[src/rtl/mem_req_master_pkg.sv]
// Shared definitions for the Memory request sequencer: state encodings and defaults.
package mem_req_master_pkg;

   // Word-index bits decoded by the data Memory.
   localparam int unsigned MRM_ADDR_W = 10;

   typedef enum logic [2:0] {
      MRM_IDLE      = 3'd0,
      MRM_RD        = 3'd1,
      MRM_WR_SETUP  = 3'd2,
      MRM_WR_STROBE = 3'd3,
      MRM_WR_HOLD   = 3'd4,
      MRM_RESP      = 3'd5
   } mrm_state_e;

   function automatic int unsigned mrm_max(input int unsigned a, input int unsigned b);
      return (a > b) ? a : b;
   endfunction

endpackage

[src/rtl/mem_req_master.sv]
// Initiator-side sequencer for the asynchronous data Memory: one request in, one
// strobe sequence out with setup/hold around the strobe, one response back.
module mem_req_master
   import mem_req_master_pkg::*;
#(
   parameter int unsigned ADDR_W   = MRM_ADDR_W,
   parameter int unsigned RD_WAIT  = 1,
   parameter int unsigned WR_PULSE = 1
) (
   input  logic        clock,
   input  logic        reset,
   input  logic        req_valid,
   output logic        req_ready,
   input  logic        req_we,
   input  logic [31:0] req_addr,
   input  logic [31:0] req_wdata,
   output logic        rsp_valid,
   input  logic        rsp_ready,
   output logic [31:0] rsp_rdata,
   output logic        rsp_err,
   output logic        mem_ren,
   output logic        mem_wen,
   output logic [31:0] mem_addr,
   output logic [31:0] mem_din,
   input  logic [31:0] mem_dout
);

   localparam int unsigned CNT_W = $clog2(mrm_max(RD_WAIT, WR_PULSE)) + 1;

   if (RD_WAIT < 1 || WR_PULSE < 1) begin : g_param_check
      $error("mem_req_master: RD_WAIT and WR_PULSE must both be >= 1");
   end

   mrm_state_e       state_q, state_d;
   logic [CNT_W-1:0] cnt_q, cnt_d;
   logic             req_ready_q, req_ready_d;
   logic             rsp_valid_q, rsp_valid_d;
   logic             rsp_err_q, rsp_err_d;
   logic [31:0]      rsp_rdata_q, rsp_rdata_d;
   logic             mem_ren_q, mem_ren_d;
   logic             mem_wen_q, mem_wen_d;
   logic [31:0]      mem_addr_q, mem_addr_d;
   logic [31:0]      mem_din_q, mem_din_d;
   logic             addr_err;

   // Any set bit above the decoded word index means the Memory cannot be addressed.
   assign addr_err = |(req_addr >> ADDR_W);

   // Next-state and registered-output decode; every output is a flop.
   always_comb begin
      state_d     = state_q;
      cnt_d       = cnt_q;
      req_ready_d = req_ready_q;
      rsp_valid_d = rsp_valid_q;
      rsp_err_d   = rsp_err_q;
      rsp_rdata_d = rsp_rdata_q;
      mem_ren_d   = mem_ren_q;
      mem_wen_d   = mem_wen_q;
      mem_addr_d  = mem_addr_q;
      mem_din_d   = mem_din_q;

      unique case (state_q)
         MRM_IDLE: begin
            if (req_valid) begin
               req_ready_d = 1'b0;
               if (addr_err) begin
                  // No strobe and no change of mem_addr/mem_din for a rejected request.
                  state_d     = MRM_RESP;
                  rsp_valid_d = 1'b1;
                  rsp_err_d   = 1'b1;
                  rsp_rdata_d = '0;
               end else if (req_we) begin
                  state_d    = MRM_WR_SETUP;
                  mem_addr_d = req_addr;
                  mem_din_d  = req_wdata;
               end else begin
                  // mem_din deliberately left alone on reads.
                  state_d    = MRM_RD;
                  mem_addr_d = req_addr;
                  mem_ren_d  = 1'b1;
                  cnt_d      = CNT_W'(RD_WAIT - 1);
               end
            end
         end

         MRM_RD: begin
            if (cnt_q == '0) begin
               state_d     = MRM_RESP;
               mem_ren_d   = 1'b0;
               rsp_valid_d = 1'b1;
               rsp_err_d   = 1'b0;
               rsp_rdata_d = mem_dout;
            end else begin
               cnt_d = cnt_q - 1'b1;
            end
         end

         MRM_WR_SETUP: begin
            state_d   = MRM_WR_STROBE;
            mem_wen_d = 1'b1;
            cnt_d     = CNT_W'(WR_PULSE - 1);
         end

         MRM_WR_STROBE: begin
            if (cnt_q == '0) begin
               state_d   = MRM_WR_HOLD;
               mem_wen_d = 1'b0;
            end else begin
               cnt_d = cnt_q - 1'b1;
            end
         end

         MRM_WR_HOLD: begin
            state_d     = MRM_RESP;
            rsp_valid_d = 1'b1;
            rsp_err_d   = 1'b0;
            rsp_rdata_d = '0;
         end

         MRM_RESP: begin
            if (rsp_ready) begin
               state_d     = MRM_IDLE;
               rsp_valid_d = 1'b0;
               rsp_err_d   = 1'b0;
               req_ready_d = 1'b1;
            end
         end

         default: begin
            state_d     = MRM_IDLE;
            req_ready_d = 1'b1;
            rsp_valid_d = 1'b0;
            rsp_err_d   = 1'b0;
            mem_ren_d   = 1'b0;
            mem_wen_d   = 1'b0;
         end
      endcase
   end

   // State and output registers; reset drops the strobes without a clock edge.
   always_ff @(posedge clock or negedge reset) begin
      if (!reset) begin
         state_q     <= MRM_IDLE;
         cnt_q       <= '0;
         req_ready_q <= 1'b1;
         rsp_valid_q <= 1'b0;
         rsp_err_q   <= 1'b0;
         rsp_rdata_q <= '0;
         mem_ren_q   <= 1'b0;
         mem_wen_q   <= 1'b0;
         mem_addr_q  <= '0;
         mem_din_q   <= '0;
      end else begin
         state_q     <= state_d;
         cnt_q       <= cnt_d;
         req_ready_q <= req_ready_d;
         rsp_valid_q <= rsp_valid_d;
         rsp_err_q   <= rsp_err_d;
         rsp_rdata_q <= rsp_rdata_d;
         mem_ren_q   <= mem_ren_d;
         mem_wen_q   <= mem_wen_d;
         mem_addr_q  <= mem_addr_d;
         mem_din_q   <= mem_din_d;
      end
   end

   assign req_ready = req_ready_q;
   assign rsp_valid = rsp_valid_q;
   assign rsp_err   = rsp_err_q;
   assign rsp_rdata = rsp_rdata_q;
   assign mem_ren   = mem_ren_q;
   assign mem_wen   = mem_wen_q;
   assign mem_addr  = mem_addr_q;
   assign mem_din   = mem_din_q;

endmodule

[config.mk]
export PLATFORM = sky130hd
export DESIGN_NAME = mem_req_master
export DESIGN_NICKNAME = d
export VERILOG_FILES = /design/src/rtl/mem_req_master_pkg.sv /design/src/rtl/mem_req_master.sv
export SDC_FILE = /design/constraint.sdc
export NUM_CORES = 1
export LEC_CHECK = 0
export ABC_AREA = 1
export CORE_MARGIN = 3
export CORE_UTILIZATION = 30
export DETAILED_ROUTE_END_ITERATION = 8
export PLACE_DENSITY = 0.7
export SLEW_MARGIN = 20
export SYNTH_ARGS = -nofsm -noshare
export SYNTH_HDL_FRONTEND = slang
export SYNTH_SLANG_ARGS = --single-unit
[constraint.sdc]
create_clock -name clock -period 2 [get_ports clock]
set_input_delay 0.4 -clock clock [delete_from_list [all_inputs] [get_ports clock]]
set_output_delay 0.4 -clock clock [all_outputs]
set_load 0.005 [all_outputs]
==> out/qor.csv <==
stage;metric;value;unit
clocking;CTS tree;yes;
setup_path;Worst path top cell family by delay;flip-flops;
clocking;latest clock arrival within the worst-skew pair;0.34;ns
setup_path;Worst Reg-to-Reg Cells;6;
min_path;Hold Crit Class;input pin to async pin;
finish;# nets final;772;
synth;Adder-Cell Fraction of Synth Area;0;%
synth;Post-synth top cells;nand2_1, dfrtp_1, nor2_1;
synth;Mapped Nets;569;
placement;number of port buffers;201;
setup_path;WP data arrival;1.39;ns
setup_path;Worst Setup End Kind;primary output;
floorplan;Core Area;13500;um^2
synth;post-synthesis sequential area ratio;62.3;%
routing;Antenna Nets Post-Route;0;
routing;drt total wl;12.1;mm
timing;setup ws final;0.215;ns
timing;Worst Hold Slack;0.0180;ns
clocking;Reg clk slew, reported paths;0.07;ns
outcome;status;finished clean;
floorplan;I/O pin total;202;
run;Max Cap Violations;0;
setup_path;Stages on worst setup path;1;
clocking;CTS Buf Count;9;
clocking;clock root buffer;clkbuf_16;
timing;Max-Slew Margin vs Limit;67.0;%
timing;Max Slew Vio Count;0;
timing;Final min period;1.79;ns
clocking;Sink Count;104;
timing;RSZ-0062 raised after global routing;false;
timing;Worst-Margin Slew;0.495;ns
synth;synth top area cells;dfrtp_1, nand2_1, nand4_1;
grt;global-route wire length before repair;17.8;mm
floorplan;Starting Density;31.1;%
pwr;leakage;3.33;nW
grt;Overflow after GRT;0;
placement;worst slack at placement;-0.223;ns
setup_path;Worst R2R End;mem_din[0];
grt;total global-route track usage;14.8;%
routing;via count;3782;
floorplan;Die Ht;124;um
setup_path;FF-to-FF setup slack;0.40;ns
synth;share of the synthesized area in the top cell type;61.6;%
clocking;Hold Buf Count CTS;0;
pwr;maximum VDD drop;630;uV
finish;fin cells;850;
pwr;pwr/cell area;938;nW/um^2
grt;initial antenna violation count;0;
routing;Via density;4.45;
timing;setup violators final;0;
finish;area delta synth->final;60.6;%
clocking;setup bufs post-CTS;0;
grt;vias in the first global route;3657;
timing;Fin. Hold Viols;0;
synth;largest family of logic cells by synthesized area;simple AND/OR/NAND/NOR gates;
setup_path;Req. time, crit path;1.60;ns
clocking;htree depth;3;
setup_path;slowest stage delay, CP;0.53;ns
setup_path;Worst Path Max Fanout;2;
finish;antenna diode count;0;
routing;1st-pass router iterations;4;
synth;post-synth top area cell;dfrtp_1;
synth;Ys Warns;0;
grt;pin count of the biggest net entering global routing;46;
synth;post-synthesis mux area share;0;%
routing;DRC Markers;0;
synth;Post-Syn Area per Cell;8.93;um^2
pwr;total power;6.29;mW
synth;post-synthesis compound-gate area fraction;0.598;%
synth;Synth Instances;468;
placement;hpwl dp;9.01;mm
floorplan;Die Wd;124;um
floorplan;Rows;42;
routing;Initial DRC Count;274;
timing;Tcrit/Tclk final;89.3;%
routing;Routed WL per cell;14.2;um
placement;placed insts;835;
synth;cell area after synthesis;4180;um^2
setup_path;Buf/Inv on CP;1;
synth;post-synthesis xor/xnor area fraction;0.209;%
finish;layout cell share with drive strength beyond 1;5.93;%
synth;Yosys cell types;23;
placement;GP Congestion;0.733;
clocking;clock buffer depth;2;
floorplan;die area;15400;um^2
synth;async set or reset register ratio after synthesis;100;%
synth;Top FF cell, synth;dfrtp_1;
setup_path;crit path kind;flop to primary output;
setup_path;Crit Reg-Reg Startpoint;state_q[0];
setup_path;CP startpoint kind;flop;
timing;worst clock skew;0.00614;ns
synth;FF+latch count, synth;104;
synth;Post-synth EDFFs;0;
timing;Fmax achieved;560;MHz
setup_path;Slowest-stage cell, CP;dfstp_2;
setup_path;CP cell instances;clkdlybuf4s50_1;
synth;simple-gate share of the synthesized area;31.1;%
synth;most instantiated library cell after synthesis;nand2_1;
==> flip-flops by register name, summed over array words and instances (netlist names) <==
register	flops
mem_addr	32
mem_din	32
mem_ren	1
mem_wen	1
req_ready	1
rsp_err	1
rsp_rdata	32
rsp_valid	1
state_q	3
==> per-stage QoR <==
stage                     cell area [um^2]  utilization [%]  TNS, ns
after global placement                6420             47.7    -3.83
after CTS                             6700             49.8        0
after detailed placement              6420             47.7    -7.24
after floorplan                       4180                -        0
final                                 6710             49.9        0
after global routing                  6710             49.9        0
==> kinds of logic after synthesis <==
family / count (synthesis)
compound gates: 5
xor+xnor: 1
flops: 104
buf+inv: 52
simple gates: 306
==> layout make-up <==
type                            instances  area (um^2)
Clock inverter                          4         47.5
Fill cell                            1263         6740
Timing Repair Buffer                  213         2150
Sequential cell                       104         2600
Clock buffer                           10          229
Inverter                               30          114
Tap cell                              176          220
Multi-Input combinational cell        313         1350
==> report_power, final <==
part / leakage (nW) / internal (mW) / switching [mW]
Sequential: 1.29 / 2.42 / 0.184
Clock: 0.134 / 0.953 / 0.744
Combinational: 1.90 / 0.985 / 1.01
==> metal layers <==
layer	share of wire, %	GRT usage (%)	wire (um)	vias up
li1	-	-	-	1860
met1	41	18.6	4950	1729
met2	48	25.0	5820	174
met3	9.1	3.72	1100	19
met4	1.5	5.27	185	0
met5	0	0	0	-
==> layout by cell type, fill, tap and decap left out, drive strengths merged, types with 2 or more instances in the layout <==
master / count
a21oi: 3
buf: 13
clkbuf: 10
clkdlybuf4s50: 200
clkinv: 3
dfrtp: 103
inv: 29
nand2: 222
nand3: 7
nand4: 33
nor2: 43
o21ai: 2
==> worst max-delay path by stage <==
stage	start	endpoint	slack, ns
floorplan	req_addr[11]	mem_din[10]	0.56
global placement	req_addr[23]	mem_din[21]	-0.13
detailed placement	req_addr[21]	mem_din[12]	-0.22
CTS	req_addr[21]	mem_din[12]	0.14
global route	req_addr[21]	mem_din[14]	0.08
finish	req_ready	req_ready	0.21
==> repair_timing <==
action | CTS | global route
endpoints found under the setup margin | 0 | 19
gates resized for setup | 0 | 1
endpoints found under the hold margin | 0 | 0
==> worst register-to-register path, delay by kind of cell, from the launching register on <==
| kind | cells | cell delay, ns |
|---|---|---|
| AND/OR/NAND/NOR | 4 | 0.67 |
| buffers and inverters | 2 | 0.46 |
| flip-flops | 1 | 0.40 |
No activity file was read; power rests on OpenSTA's default activity.
